File: src/rtl/sar_search_ctrl.sv
// Successive-approximation search controller.
// Drives the A operand of a magnitude comparator and narrows [lo, hi] from the
// Gt/Lt/Eq verdicts until the hidden B operand is hit or the range collapses.
module sar_search_ctrl #(
    parameter int WIDTH  = 4,
    parameter int SETTLE = 1
) (
    input  logic                       clk,
    input  logic                       rst_n,
    input  logic                       start,
    input  logic                       Gt,
    input  logic                       Lt,
    input  logic                       Eq,
    output logic [WIDTH-1:0]           Guess,
    output logic [WIDTH-1:0]           Result,
    output logic                       Found,
    output logic                       Err,
    output logic                       Busy,
    output logic                       Done,
    output logic [$clog2(WIDTH+2)-1:0] Steps
);
    localparam int SW = $clog2(WIDTH+2);
    localparam int CW = (SETTLE > 1) ? $clog2(SETTLE) : 1;

    localparam logic [1:0] S_IDLE   = 2'd0;
    localparam logic [1:0] S_DRIVE  = 2'd1;
    localparam logic [1:0] S_EVAL   = 2'd2;
    localparam logic [1:0] S_FINISH = 2'd3;

    logic [1:0]       state;
    logic [WIDTH-1:0] lo;
    logic [WIDTH-1:0] hi;
    logic [CW-1:0]    settle_cnt;
    logic [2:0]       flags;

    // Midpoint of [l, h]; the span is taken one bit wider so the difference
    // never wraps, and hi >= lo always holds so the result fits WIDTH bits.
    function automatic logic [WIDTH-1:0] midpoint(input logic [WIDTH-1:0] l,
                                                  input logic [WIDTH-1:0] h);
        logic [WIDTH:0] span;
        span = {1'b0, h} - {1'b0, l};
        return WIDTH'({1'b0, l} + (span >> 1));
    endfunction

    // Comparator verdict packed as {Gt, Lt, Eq}; anything not one-hot is illegal.
    always_comb begin
        flags = {Gt, Lt, Eq};
    end

    // Status outputs decode directly from the state register.
    always_comb begin
        Busy = (state == S_DRIVE) || (state == S_EVAL);
        Done = (state == S_FINISH);
    end

    // Search sequencer: range narrowing, guess update and result capture.
    always_ff @(posedge clk or negedge rst_n) begin
        if (!rst_n) begin
            state      <= S_IDLE;
            Guess      <= '0;
            Result     <= '0;
            Steps      <= '0;
            lo         <= '0;
            hi         <= '1;
            Found      <= 1'b0;
            Err        <= 1'b0;
            settle_cnt <= '0;
        end else begin
            case (state)
                S_IDLE: begin
                    if (start) begin
                        lo         <= '0;
                        hi         <= '1;
                        Steps      <= '0;
                        Found      <= 1'b0;
                        Err        <= 1'b0;
                        Guess      <= midpoint('0, '1);
                        settle_cnt <= '0;
                        state      <= S_DRIVE;
                    end
                end
                S_DRIVE: begin
                    if (settle_cnt == CW'(SETTLE - 1)) begin
                        state <= S_EVAL;
                    end else begin
                        settle_cnt <= settle_cnt + CW'(1);
                    end
                end
                S_EVAL: begin
                    Steps      <= Steps + SW'(1);
                    Result     <= Guess;
                    settle_cnt <= '0;
                    case (flags)
                        3'b001: begin
                            Found <= 1'b1;
                            state <= S_FINISH;
                        end
                        3'b100: begin
                            // Guess==lo means nothing smaller is left to try.
                            if (Guess == lo) begin
                                state <= S_FINISH;
                            end else begin
                                hi    <= Guess - WIDTH'(1);
                                Guess <= midpoint(lo, Guess - WIDTH'(1));
                                state <= S_DRIVE;
                            end
                        end
                        3'b010: begin
                            // Guess==hi means nothing larger is left to try.
                            if (Guess == hi) begin
                                state <= S_FINISH;
                            end else begin
                                lo    <= Guess + WIDTH'(1);
                                Guess <= midpoint(Guess + WIDTH'(1), hi);
                                state <= S_DRIVE;
                            end
                        end
                        default: begin
                            Err   <= 1'b1;
                            Found <= 1'b0;
                            state <= S_FINISH;
                        end
                    endcase
                end
                default: begin
                    state <= S_IDLE;
                end
            endcase
        end
    end

endmodule

File: config.mk
export PLATFORM = sky130hd
export DESIGN_NAME = sar_search_ctrl
export DESIGN_NICKNAME = d
export VERILOG_FILES = /design/src/rtl/sar_search_ctrl.sv
export SDC_FILE = /design/constraint.sdc
export NUM_CORES = 1
export LEC_CHECK = 0
export BUFFER_PORTS_ARGS = -buffer_cell sky130_fd_sc_hd__buf_2
export CORE_MARGIN = 8
export CORE_UTILIZATION = 49
export DETAILED_ROUTE_END_ITERATION = 7
export GPL_TIMING_DRIVEN = 0
export PLACE_DENSITY = 0.71
export SLEW_MARGIN = 30
export SYNTH_ARGS = -nofsm -noshare
export SYNTH_HDL_FRONTEND = slang
export SYNTH_SLANG_ARGS = --single-unit
File: constraint.sdc
create_clock -name clk -period 3.1 [get_ports clk]
set_input_delay 0.155 -clock clk [delete_from_list [all_inputs] [get_ports clk]]
set_output_delay 0.155 -clock clk [all_outputs]
set_load 0.03 [all_outputs]
=== Word level (Yosys, flattened, before mapping) ===
Index checks and enable logic that the tools add are counted.

* Div/mod/pow operators: 0
* Muxes and demuxes: 28
* Equal/unequal tests: 19
* Bitwise operators: 0
* Reduce and logical (&&, ||, !) cells: 14
* Add/subtract/negate cells: 8
* Shifts and indexed selects: 0
* $lt $le $gt $ge: 0
* Multipliers: 0

{| class="wikitable"
|+ Operator list
! kind !! count
|-
| 4-bit 2-to-1 mux || 9
|-
| 4-bit one-hot mux with 2 select lines || 4
|-
| 2-bit inequality test (second input constant) || 6
|-
| 4-bit by 4-bit subtractor with 5-bit output || 2
|-
| 4-bit adder || 2
|-
| 4-bit equality test || 2
|-
| 2-bit 2-to-1 mux || 4
|-
| 4-bit AND reduction || 2
|-
| 3-bit inequality test (second input constant) || 2
|-
| 1-bit one-hot mux with 2 select lines || 3
|-
| 2-bit one-hot mux with 3 select lines || 1
|-
| 3-bit one-hot mux with 2 select lines || 1
|-
| 2-bit AND reduction || 3
|-
| 3-bit AND reduction || 2
|-
| 5-bit AND reduction || 1
|-
| 4-bit by 1-bit adder with 4-bit output (second input constant) || 1
|-
| 2-bit equality test (second input constant) || 2
|-
| 2-bit by 1-bit inequality test with 1-bit output (second input constant) || 2
|-
| 2-bit one-hot mux with 2 select lines || 1
|-
| 4-bit by 1-bit subtractor with 4-bit output (second input constant) || 1
|-
| 3-bit by 1-bit adder with 3-bit output (second input constant) || 1
|-
| 3-bit by 1-bit equality test with 1-bit output (second input constant) || 1
|-
| 3-bit by 2-bit equality test with 1-bit output (second input constant) || 1
|-
| 3-bit equality test (second input constant) || 1
|-
| 12 further kinds || 14
|}

* Register bits after elaboration: 24
* RAM bits: 0
* Latch bits: 0
* Memories: 0
* Bits of input ports: 6
* Output and inout port bits: 15
* Memory bits (read-only): 0

=== Longest topological paths before layout ===
Gate-level depths: netlist of the first run.

* Word-level depth: 6
* Depth in mapped cells: 14
* Depth with buffers taken out: 13

=== Least setup slack after synthesis of the first run ===
Ideal clock, no wire load.

* Kind: reg-to-reg
* Start: register Guess[0]
* End: register Guess[3]
* Arrival time: 3095 ps
* Setup time: 130 ps
* Path slack: -125 ps
* Data required time: 2970 ps
* Cell stages (with the launch flop): 14
* Period minus slack after synthesis: 3225 ps
* Path through: dfrtp_1 -> inv_1 -> ha_1 -> inv_1 -> fa_1 -> xnor2_1 -> xnor2_1 -> ha_1 -> a21oi_1 -> o31a_2 -> o32ai_1 -> a221oi_1 -> xnor2_1 -> o221ai_2

* Longest elaborated chain between the ends: 6
* Elaborated cells on any way between the ends: 15
* Classes of those cells: add/sub: 6; eq/ne: 4; mux: 4; reduce/logical: 1

{| class="wikitable"
|+ RTL lines
! item !! RTL line !! text
|-
| from (decl) || 14 || <nowiki>output logic [WIDTH-1:0] Guess,</nowiki>
|-
| from (signal assigned) || 77 || <nowiki>Guess <= midpoint('0, '1);</nowiki>
|-
| from (signal assigned) || 104 || <nowiki>Guess <= midpoint(lo, Guess - WIDTH'(1));</nowiki>
|-
| from (signal assigned) || 114 || <nowiki>Guess <= midpoint(Guess + WIDTH'(1), hi);</nowiki>
|-
| 4-bit by 1-bit adder with 4-bit output / 4-bit by 1-bit subtractor with 4-bit output (equally long branches) || 114, 104 ||
|-
| 4-bit by 4-bit subtractor with 5-bit output || 41 || <nowiki>span = {1'b0, h} - {1'b0, l};</nowiki>
|-
| 4-bit adder || 42 || <nowiki>return WIDTH'({1'b0, l} + (span >> 1));</nowiki>
|-
| 4-bit 2-to-1 mux (on tied branches) || 110, 100 ||
|-
| 4-bit one-hot mux with 2 select lines || 93 || <nowiki>case (flags)</nowiki>
|-
| 4-bit one-hot mux with 2 select lines || 69 || <nowiki>case (state)</nowiki>
|}

Parallel ways exist; a longest one is shown, timed or not. The select of a mux whose other input is x is not followed.
A chain may end at the register's enable or synchronous reset.

=== Worst setup path in the final report of the first run ===
* Start: register Guess[1]
* End: register Guess[3]

The elaborated chain is that of the path after synthesis.

==> results of run 1 <==
cell usage after synthesis, drive strengths merged, types with 5 or more instances:
cell	n	area, um2
xnor2	12	124
nand2	16	60.1
ha	19	238
o21ai	13	68.8
nor2	16	60.1
a21oi	16	83.8
xor2	11	96.3
inv	17	63.8
dfrtp	19	475
o22ai	5	31.3
registers in the layout (all words and copies together), names as in the netlist:
signal,count
Result,4
state,2
lo,4
Found,1
hi,4
Err,1
Guess,4
Steps,3
how the worst min path moves through the flow:
stage	start	to	cells past startpoint
5_1_grt	start	Err	4
3_3_place_gp	rst_n	Steps[2]	1
6_report	start	Err	4
4_1_cts	start	Err	4
2_1_floorplan	rst_n	Err	0
3_5_place_dp	rst_n	Steps[2]	1
metal layers:
layer | wire length (um) | up-vias
li1 | - | 760
met1 | 2000 | 695
met2 | 2010 | 29
met3 | 164 | 7
met4 | 71 | 0
met5 | 0 | -
per-stage QoR:
stage | worst slack, ps | cell area (um2) | TNS [ps] | hold WS (ps)
after floorplan | 21.8 | 1900 | 0 | -141
after global placement | -231 | 2060 | -231 | 162
after detailed placement | -256 | 2060 | -259 | 163
after CTS | 7.15 | 2160 | 0 | 231
after global routing | -75.8 | 2280 | -75.8 | 262
final | 28.3 | 2280 | 0 | 231
final cells by class:
class	count	area share (%)
inverter	17	3.23
buffer	7	2.58
sequential	23	25.5
clock buffer	4	1.97
multi-input combinational	151	55.3
tap	48	2.63
timing repair buffer	33	8.77
cell families after synthesis:
group,count (synthesis),synth area share (%)
AO/OA/AOI/OAI,54,19.0
XOR/XNOR,23,11.6
adder cells (fa/ha/maj),24,17.3
buffers and inverters,24,6.46
flip-flops,23,30.6
multiplexers,5,2.90
AND/OR/NAND/NOR,45,12.1
critical path: cells and delay by family, from the launching register on:
family / cells / cell delay [ps]
buffers and inverters: 3 / 210
adder cells (fa/ha/maj): 3 / 1000
AO/OA/AOI/OAI: 5 / 770
flip-flops: 1 / 380
XOR/XNOR: 3 / 600
timing repair:
item / CTS / global route
gates cloned: 0 / 0
hold buffers: 1 / 0
hold endpoints to repair: 19 / 0
gates resized for setup: 5 / 10
pin swaps: 5 / 11
endpoints found under the setup margin: 2 / 2
setup buffers: 3 / 9
cells in the final DEF (no fill, tap or decap), drive strengths merged, types with 2 or more instances in the layout:
cell type and count:
o22ai 5, a21oi 16, dfrtp 19, xnor2 12, a21o 4, dfstp 4
nand3b 2, nand3 2, nor2 16, mux2 4, xor2 11, ha 19
fa 4, nor3b 2, a31oi 2, nor2b 2, nand2 16, a211oi 2
buf 35, clkbuf 8, o21ai 13, inv 17
==> impl_metrics.tcl, run 1 <==
set metrics [dict create \
    fp-row-count 22 \
    yosysUniqueCellTypes 48 \
    rr_startpoint "Guess[1]" \
    worstSetupPathType "flop to flop" \
    cp.required_ps 3240 \
    crit_end "Guess[3]" \
    cts_tree "done" \
    yosysWarningCount 0 \
    syn_avg_cell_area_um2 9.59 \
    hold_path.class "input port to flop" \
    finalHoldViolCount 0 \
    dr.pass1.iters 4 \
    fin_util_pct 61.9 \
    max_freq_mhz 326 \
    cpMaxStageDelayCell "dfrtp_2" \
    post_layout_nonfiller_instances 283 \
    cp_cell_sequence "buf_6, inv_4, ha_4, inv_8, fa_2, xnor2_2, xnor2_2, ha_1, a21oi_2, o31a_2, o32ai_4, a221oi_2, xnor2_1, o221ai_2" \
    slew_headroom_pct 64.3 \
    synthArstFlopShare_pct 100 \
    critPathLaunchType "flop" \
    dr_total_vias 1491 \
    grt_pass1_wl_mm 7.11 \
    endpoint_kind "flop" \
    fp.coreArea_um2 3690 \
    finalCriticalPeriod_ps 3070 \
    cts_sinks 23 \
    nets 265 \
    grtUsageMet1_pct 18.8 \
    r2r-end "Guess[3]" \
    regToRegSetupSlack_ps 30 \
    clock_path_buffers 2 \
    synth-main-ff-cell "dfrtp_1" \
    fp.dieW_um 78.2 \
    gr-max-usage-layer "met2" \
    synth_edf_count 0 \
    synthesis.instances 198 \
    netlist_area_um2 1900 \
    synth_seq_cells 23 \
    grt_usage_pct 14.2 \
    arrival_ps 3220 \
    setup_viol 0 \
    clk_pin_slew_ps 80 \
    crit_start "Guess[1]" \
    max_stage_delay_ps 380 \
    dp_cells 266 \
    dp_hpwl_mm 3.06 \
    grtUsageMet3_pct 2.16 \
    skew_ps 1.26 \
    max_slew.worst_pin.slew_ps 532 \
    layout-drive-gt1-share_pct 30.2 \
    postRouteAntennaNets 0 \
    multi_input_area_um2 1260 \
    cts-buffers-inserted 3 \
    area_delta_synth_final_pct 20.2 \
    n_fill_cell 342 \
    regArea_um2 583 \
    rsz0062_at_grt "true" \
    io_pins 21 \
    reg2reg_depth 14 \
    synth-seq-area-share_pct 30.6 \
    post-route-period-util_pct 99.1 \
    grtUsageMet2_pct 23.2 \
    drt_iter0_markers 65 \
    diodes 0 \
    drt-total-wl_mm 4.25 \
    initial_utilization_pct 51.5 \
    vias_per_cell 5.27 \
    clock_latency_ps 260 \
    wl_per_cell_um 15.0 \
    cp_common_cell "xnor2_2" \
    die_area_um2 6120 \
    grt_max_degree 24 \
    crit_fanout 6 \
    cts_root_buf "clkbuf_8" \
    grt_pass1_vias 1488 \
    status "complete, no violations" \
    htree_levels 1 \
    synth_fp_nets 227 \
    cap_violations 0 \
    drc 0 \
    io_buffers 20 \
    maxSlewViolCount 0 \
    fp.dieH_um 78.2 \
    antenna_found_initial 0 \
    globalplace.congestion 0.858 \
    grt_overflow 0 \
]
Power of run 1 is not shown: default switching activity piles up to over one toggle a cycle in this logic, so the estimate is an artifact.
==> inputs of run 2 (changes only) <==
--- a/config.mk
+++ b/config.mk
@@ -7,11 +7,11 @@
 export LEC_CHECK = 0
 export BUFFER_PORTS_ARGS = -buffer_cell sky130_fd_sc_hd__buf_2
 export CORE_MARGIN = 8
-export CORE_UTILIZATION = 49
+export CORE_UTILIZATION = 45
 export DETAILED_ROUTE_END_ITERATION = 7
 export GPL_TIMING_DRIVEN = 0
-export PLACE_DENSITY = 0.71
-export SLEW_MARGIN = 30
+export PLACE_DENSITY = 0.66
+export SLEW_MARGIN = 5
 export SYNTH_ARGS = -nofsm -noshare
 export SYNTH_HDL_FRONTEND = slang
 export SYNTH_SLANG_ARGS = --single-unit
==> run 2 against run 1 <==
Compared with the run above: core utilization shrank 7.1 points; setup slack gained 76 ps; highest routed layer unchanged; largest cell class unchanged; sequential cell count is the same.
==> impl_metrics.tcl, run 2 (same netlist as run 1, synthesis figures left out) <==
set metrics [dict create \
    status "complete, no violations" \
    grtUsageMet3_pct 2.65 \
    dp_hpwl_mm 3.08 \
    cp_cell_sequence "buf_6, inv_2, ha_4, clkinvlp_4, fa_2, xnor2_2, xnor2_2, ha_1, a21oi_2, o31a_2, o32ai_2, a221oi_2, xnor2_1, o221ai_2" \
    regArea_um2 583 \
    die_area_um2 6550 \
    cp.required_ps 3240 \
    fp.dieH_um 80.9 \
    fp.coreArea_um2 4030 \
    n_fill_cell 381 \
    grt_max_degree 24 \
    clock_latency_ps 260 \
    diodes 0 \
    postRouteAntennaNets 0 \
    finalHoldViolCount 0 \
    hold_slack_ps 215 \
    drt-total-wl_mm 4.17 \
    crit_fanout 3 \
    io_buffers 20 \
    skew_ps 1.87 \
    grt_pass1_vias 1520 \
    cpMaxStageDelayCell "dfrtp_2" \
    cts-buffers-inserted 3 \
    maxSlewViolCount 0 \
    hold_path.class "input port to flop" \
    multi_input_area_um2 1250 \
    max_slew.worst_pin.slew_ps 519 \
    io_pins 21 \
    post-route-period-util_pct 96.6 \
    grt_usage_pct 14.1 \
    arrival_ps 3130 \
    critPathLaunchType "flop" \
    clk_pin_slew_ps 80 \
    wl_per_cell_um 15.1 \
    setup_viol 0 \
    max_freq_mhz 334 \
    grtUsageMet2_pct 21.1 \
    fp.dieW_um 80.9 \
    fp-row-count 23 \
    nets 257 \
    cp_common_cell "xnor2_2" \
    grt_pass1_wl_mm 7.29 \
    grt_overflow 0 \
    cts_root_buf "clkbuf_8" \
    vias_per_cell 5.38 \
    cts_tree "done" \
    globalplace.congestion 0.785 \
    antenna_found_initial 0 \
    dr.pass1.iters 4 \
    mostFrequentLayoutCells "buf_2 (20), ha_1 (18), dfrtp_1 (17), nand2_1 (16), nor2_1 (16)" \
    cap_violations 0 \
    slew_headroom_pct 65.4 \
    drc 0 \
    worstSetupPathType "flop to flop" \
    finalCriticalPeriod_ps 3000 \
    drt_iter0_markers 107 \
    max_stage_delay_ps 390 \
    endpoint_kind "flop" \
    cts_sinks 23 \
    fin_area_um2 2210 \
    area_delta_synth_final_pct 16.3 \
    grtUsageMet1_pct 19.8 \
    htree_levels 1 \
    post_layout_nonfiller_instances 277 \
    dr_total_vias 1491 \
    initial_utilization_pct 47.1 \
    dp_cells 268 \
    final_common_cell "buf_2" \
    place_area_um2 2060 \
    layout-drive-gt1-share_pct 28.2 \
    clock_path_buffers 2 \
    gr-max-usage-layer "met2" \
]
==> run 2: stage by stage <==
stage	setup WS [ps]	TNS, ps	util [%]
after CTS	2.88	0	53.8
after detailed placement	-263	-277	51.2
after global routing	-2.31	-2.31	54.8
after global placement	-293	-293	51.2
after floorplan	21.8	0	-
final	105	0	54.8
==> run 2: area by class of cell <==
type | instances | area share [%]
clock buffer | 4 | 2.04
multi-input combinational | 151 | 56.6
timing repair buffer | 25 | 6.35
tap | 50 | 2.83
sequential | 23 | 26.4
inverter | 17 | 3.06
buffer | 7 | 2.66
==> run 2: worst paths after layout <==
| kind | slack [ps] | start | cells past startpoint | to |
|---|---|---|---|---|
| setup / recovery | 100 | Guess[1] | 14 | Guess[3] |
| hold / removal | 220 | start | 4 | Err |
| setup reg to reg | 100 | Guess[1] | 14 | Guess[3] |
| hold reg to reg | 510 | Result[1] | 1 | Result[1] |
| max in group asynchronous | 2330 | rst_n | 2 | Guess[0] |
| min in group asynchronous | 390 | rst_n | 2 | state[1] |
==> run 2: worst max-delay path, delay by kind of cell, from the launching register on <==
kind,cells,cell delay [ps]
buffers and inverters,3,240
XOR/XNOR,3,500
AO/OA/AOI/OAI,5,760
flip-flops,1,390
adder cells (fa/ha/maj),3,980
==> run 2: layer usage <==
metal	vias up	routed length [um]	part of all wire, %
met5	-	0	0
met4	0	35	0.84
met3	4	205	4.9
met2	35	1980	47
met1	709	1950	47
li1	743	-	-
==> run 2: timing repair <==
action                                  in CTS  in global routing
setup buffers                                2                  2
hold buffers                                 1                  0
endpoints found under the hold margin       19                  0
gates resized for setup                      5                  6
endpoints found under the setup margin       2                  1
pin swaps                                    3                 10
Power of run 2 is left out for the same reason.
==> inputs of run 3 (changes only) <==
--- a/config.mk
+++ b/config.mk
@@ -8,6 +8,7 @@
 export BUFFER_PORTS_ARGS = -buffer_cell sky130_fd_sc_hd__buf_2
 export CORE_MARGIN = 8
 export CORE_UTILIZATION = 45
+export CTS_BUF_LIST = sky130_fd_sc_hd__clkbuf_4 sky130_fd_sc_hd__clkbuf_8 sky130_fd_sc_hd__clkbuf_16
 export DETAILED_ROUTE_END_ITERATION = 7
 export GPL_TIMING_DRIVEN = 0
 export PLACE_DENSITY = 0.66
==> run 3 against run 2 <==
Compared with the run above: hold slack lost 2.8 ps; global-route usage is essentially flat; wire length grew 0.31%; sequential cell count is the same; final area grew 0.17%; final cell count is the same; critical path depth is the same; first-iteration DRC count grew 3.7%; register-to-register slack is essentially flat; critical path type unchanged; largest cell class unchanged.
==> impl_metrics.tcl, run 3 (same netlist as run 1, synthesis figures left out) <==
set metrics [dict create \
    max_slew.worst_pin.slew_ps 529 \
    clock_path_buffers 2 \
    drt_iter0_markers 111 \
    die_area_um2 6550 \
    drc 0 \
    hold_slack_ps 212 \
    dr_total_vias 1492 \
    fp-row-count 23 \
    htree_levels 1 \
    cp.required_ps 3240 \
    postRouteAntennaNets 0 \
    mostFrequentLayoutCells "buf_2 (20), ha_1 (18), dfrtp_1 (17), nand2_1 (16), nor2_1 (16)" \
    antenna_found_initial 0 \
    globalplace.congestion 0.785 \
    cts_sinks 23 \
    grt_pass1_vias 1519 \
    endpoint_kind "flop" \
    dr.pass1.iters 4 \
    grt_pass1_wl_mm 7.29 \
    grt_usage_pct 14.1 \
    pre_cts_ws_ps -263 \
    drt-total-wl_mm 4.18 \
    critPathLaunchType "flop" \
    fp.dieH_um 80.9 \
    io_pins 21 \
    dp_cells 268 \
    wl_per_cell_um 15.1 \
    grt_overflow 0 \
    clk_pin_slew_ps 80 \
    post-route-period-util_pct 96.8 \
    io_buffers 20 \
    final_common_cell "buf_2" \
    finalCriticalPeriod_ps 3000 \
    cts_tree "done" \
    skew_ps 1.02 \
    max_freq_mhz 333 \
    diodes 0 \
    grt_max_degree 24 \
    finalHoldViolCount 0 \
    layout_setup_ws_ps 100 \
    dp_hpwl_mm 3.08 \
    area_delta_synth_final_pct 16.5 \
    cts_root_buf "clkbuf_8" \
    post_layout_nonfiller_instances 277 \
    maxSlewViolCount 0 \
    fp.dieW_um 80.9 \
    setup_viol 0 \
    initial_utilization_pct 47.1 \
    crit_fanout 3 \
    cts-buffers-inserted 3 \
    regToRegSetupSlack_ps 100 \
    setup_tns_ps 0 \
    nets 257 \
    layout-drive-gt1-share_pct 28.6 \
    slew_headroom_pct 64.7 \
    clock_latency_ps 260 \
    status "complete, no violations" \
    hold_path.class "input port to flop" \
    worstSetupPathType "flop to flop" \
    cap_violations 0 \
    fp.coreArea_um2 4030 \
    arrival_ps 3140 \
    vias_per_cell 5.39 \
]
-- run 3: cell counts in the layout (fill, tap and decap cells not counted) --
No cell type changed its count.
-- run 3: cell type report --
type / count / area [um2]
well taps: 50 / 62.6
plain buffers: 7 / 58.8
repair buffers: 25 / 140
inverters: 17 / 67.6
fillers: 379 / 1820
flip-flops and latches: 23 / 583
clock buffers: 4 / 48.8
multi-input cells: 151 / 1250
-- run 3: path summary, 6_finish.rpt --
path                            from  cells past startpoint   endpoint
max                         Guess[1]                     14   Guess[3]
min                            start                      4        Err
max reg2reg                 Guess[1]                     14   Guess[3]
min reg2reg                Result[1]                      1  Result[1]
max in group asynchronous      rst_n                      2   Guess[0]
min in group asynchronous      rst_n                      2   state[1]
-- run 3: worst max-delay path, cell delays in order (launching register included) --
cell	delay, ps
dfrtp_2	390
buf_6	110
inv_2	40
ha_4	280
clkinvlp_4	90
fa_2	370
xnor2_2	160
xnor2_2	140
ha_1	330
a21oi_2	140
o31a_2	140
o32ai_2	60
a221oi_2	280
xnor2_1	210
o221ai_2	140
-- run 3: through the flow --
| step | utilization (%) | instance area (um2) |
|---|---|---|
| 3_3_place_gp | 51.2 | 2060 |
| 4_1_cts | 53.9 | 2170 |
| 3_5_place_dp | 51.2 | 2060 |
| 5_1_grt | 54.9 | 2210 |
| 2_1_floorplan | - | 1900 |
| 6_report | 54.9 | 2210 |
-- run 3: layer usage --
| metal | part of all wire [%] | vias to the layer above | global-route usage [%] | wire length, um |
|---|---|---|---|---|
| met1 | 47 | 702 | 19.7 | 1980 |
| li1 | - | 746 | - | - |
| met5 | 0 | - | 0 | 0 |
| met4 | 1.5 | 0 | 5.18 | 62 |
| met3 | 5.1 | 7 | 2.65 | 213 |
| met2 | 46 | 37 | 21.1 | 1930 |
-- run 3: repair_timing --
action	4_1_cts	5_1_grt
pin swaps	3	10
setup buffers	2	2
hold endpoints to repair	19	0
gates resized for setup	5	6
endpoints found under the setup margin	2	1
hold buffers	1	0
Power of run 3 is left out for the same reason.
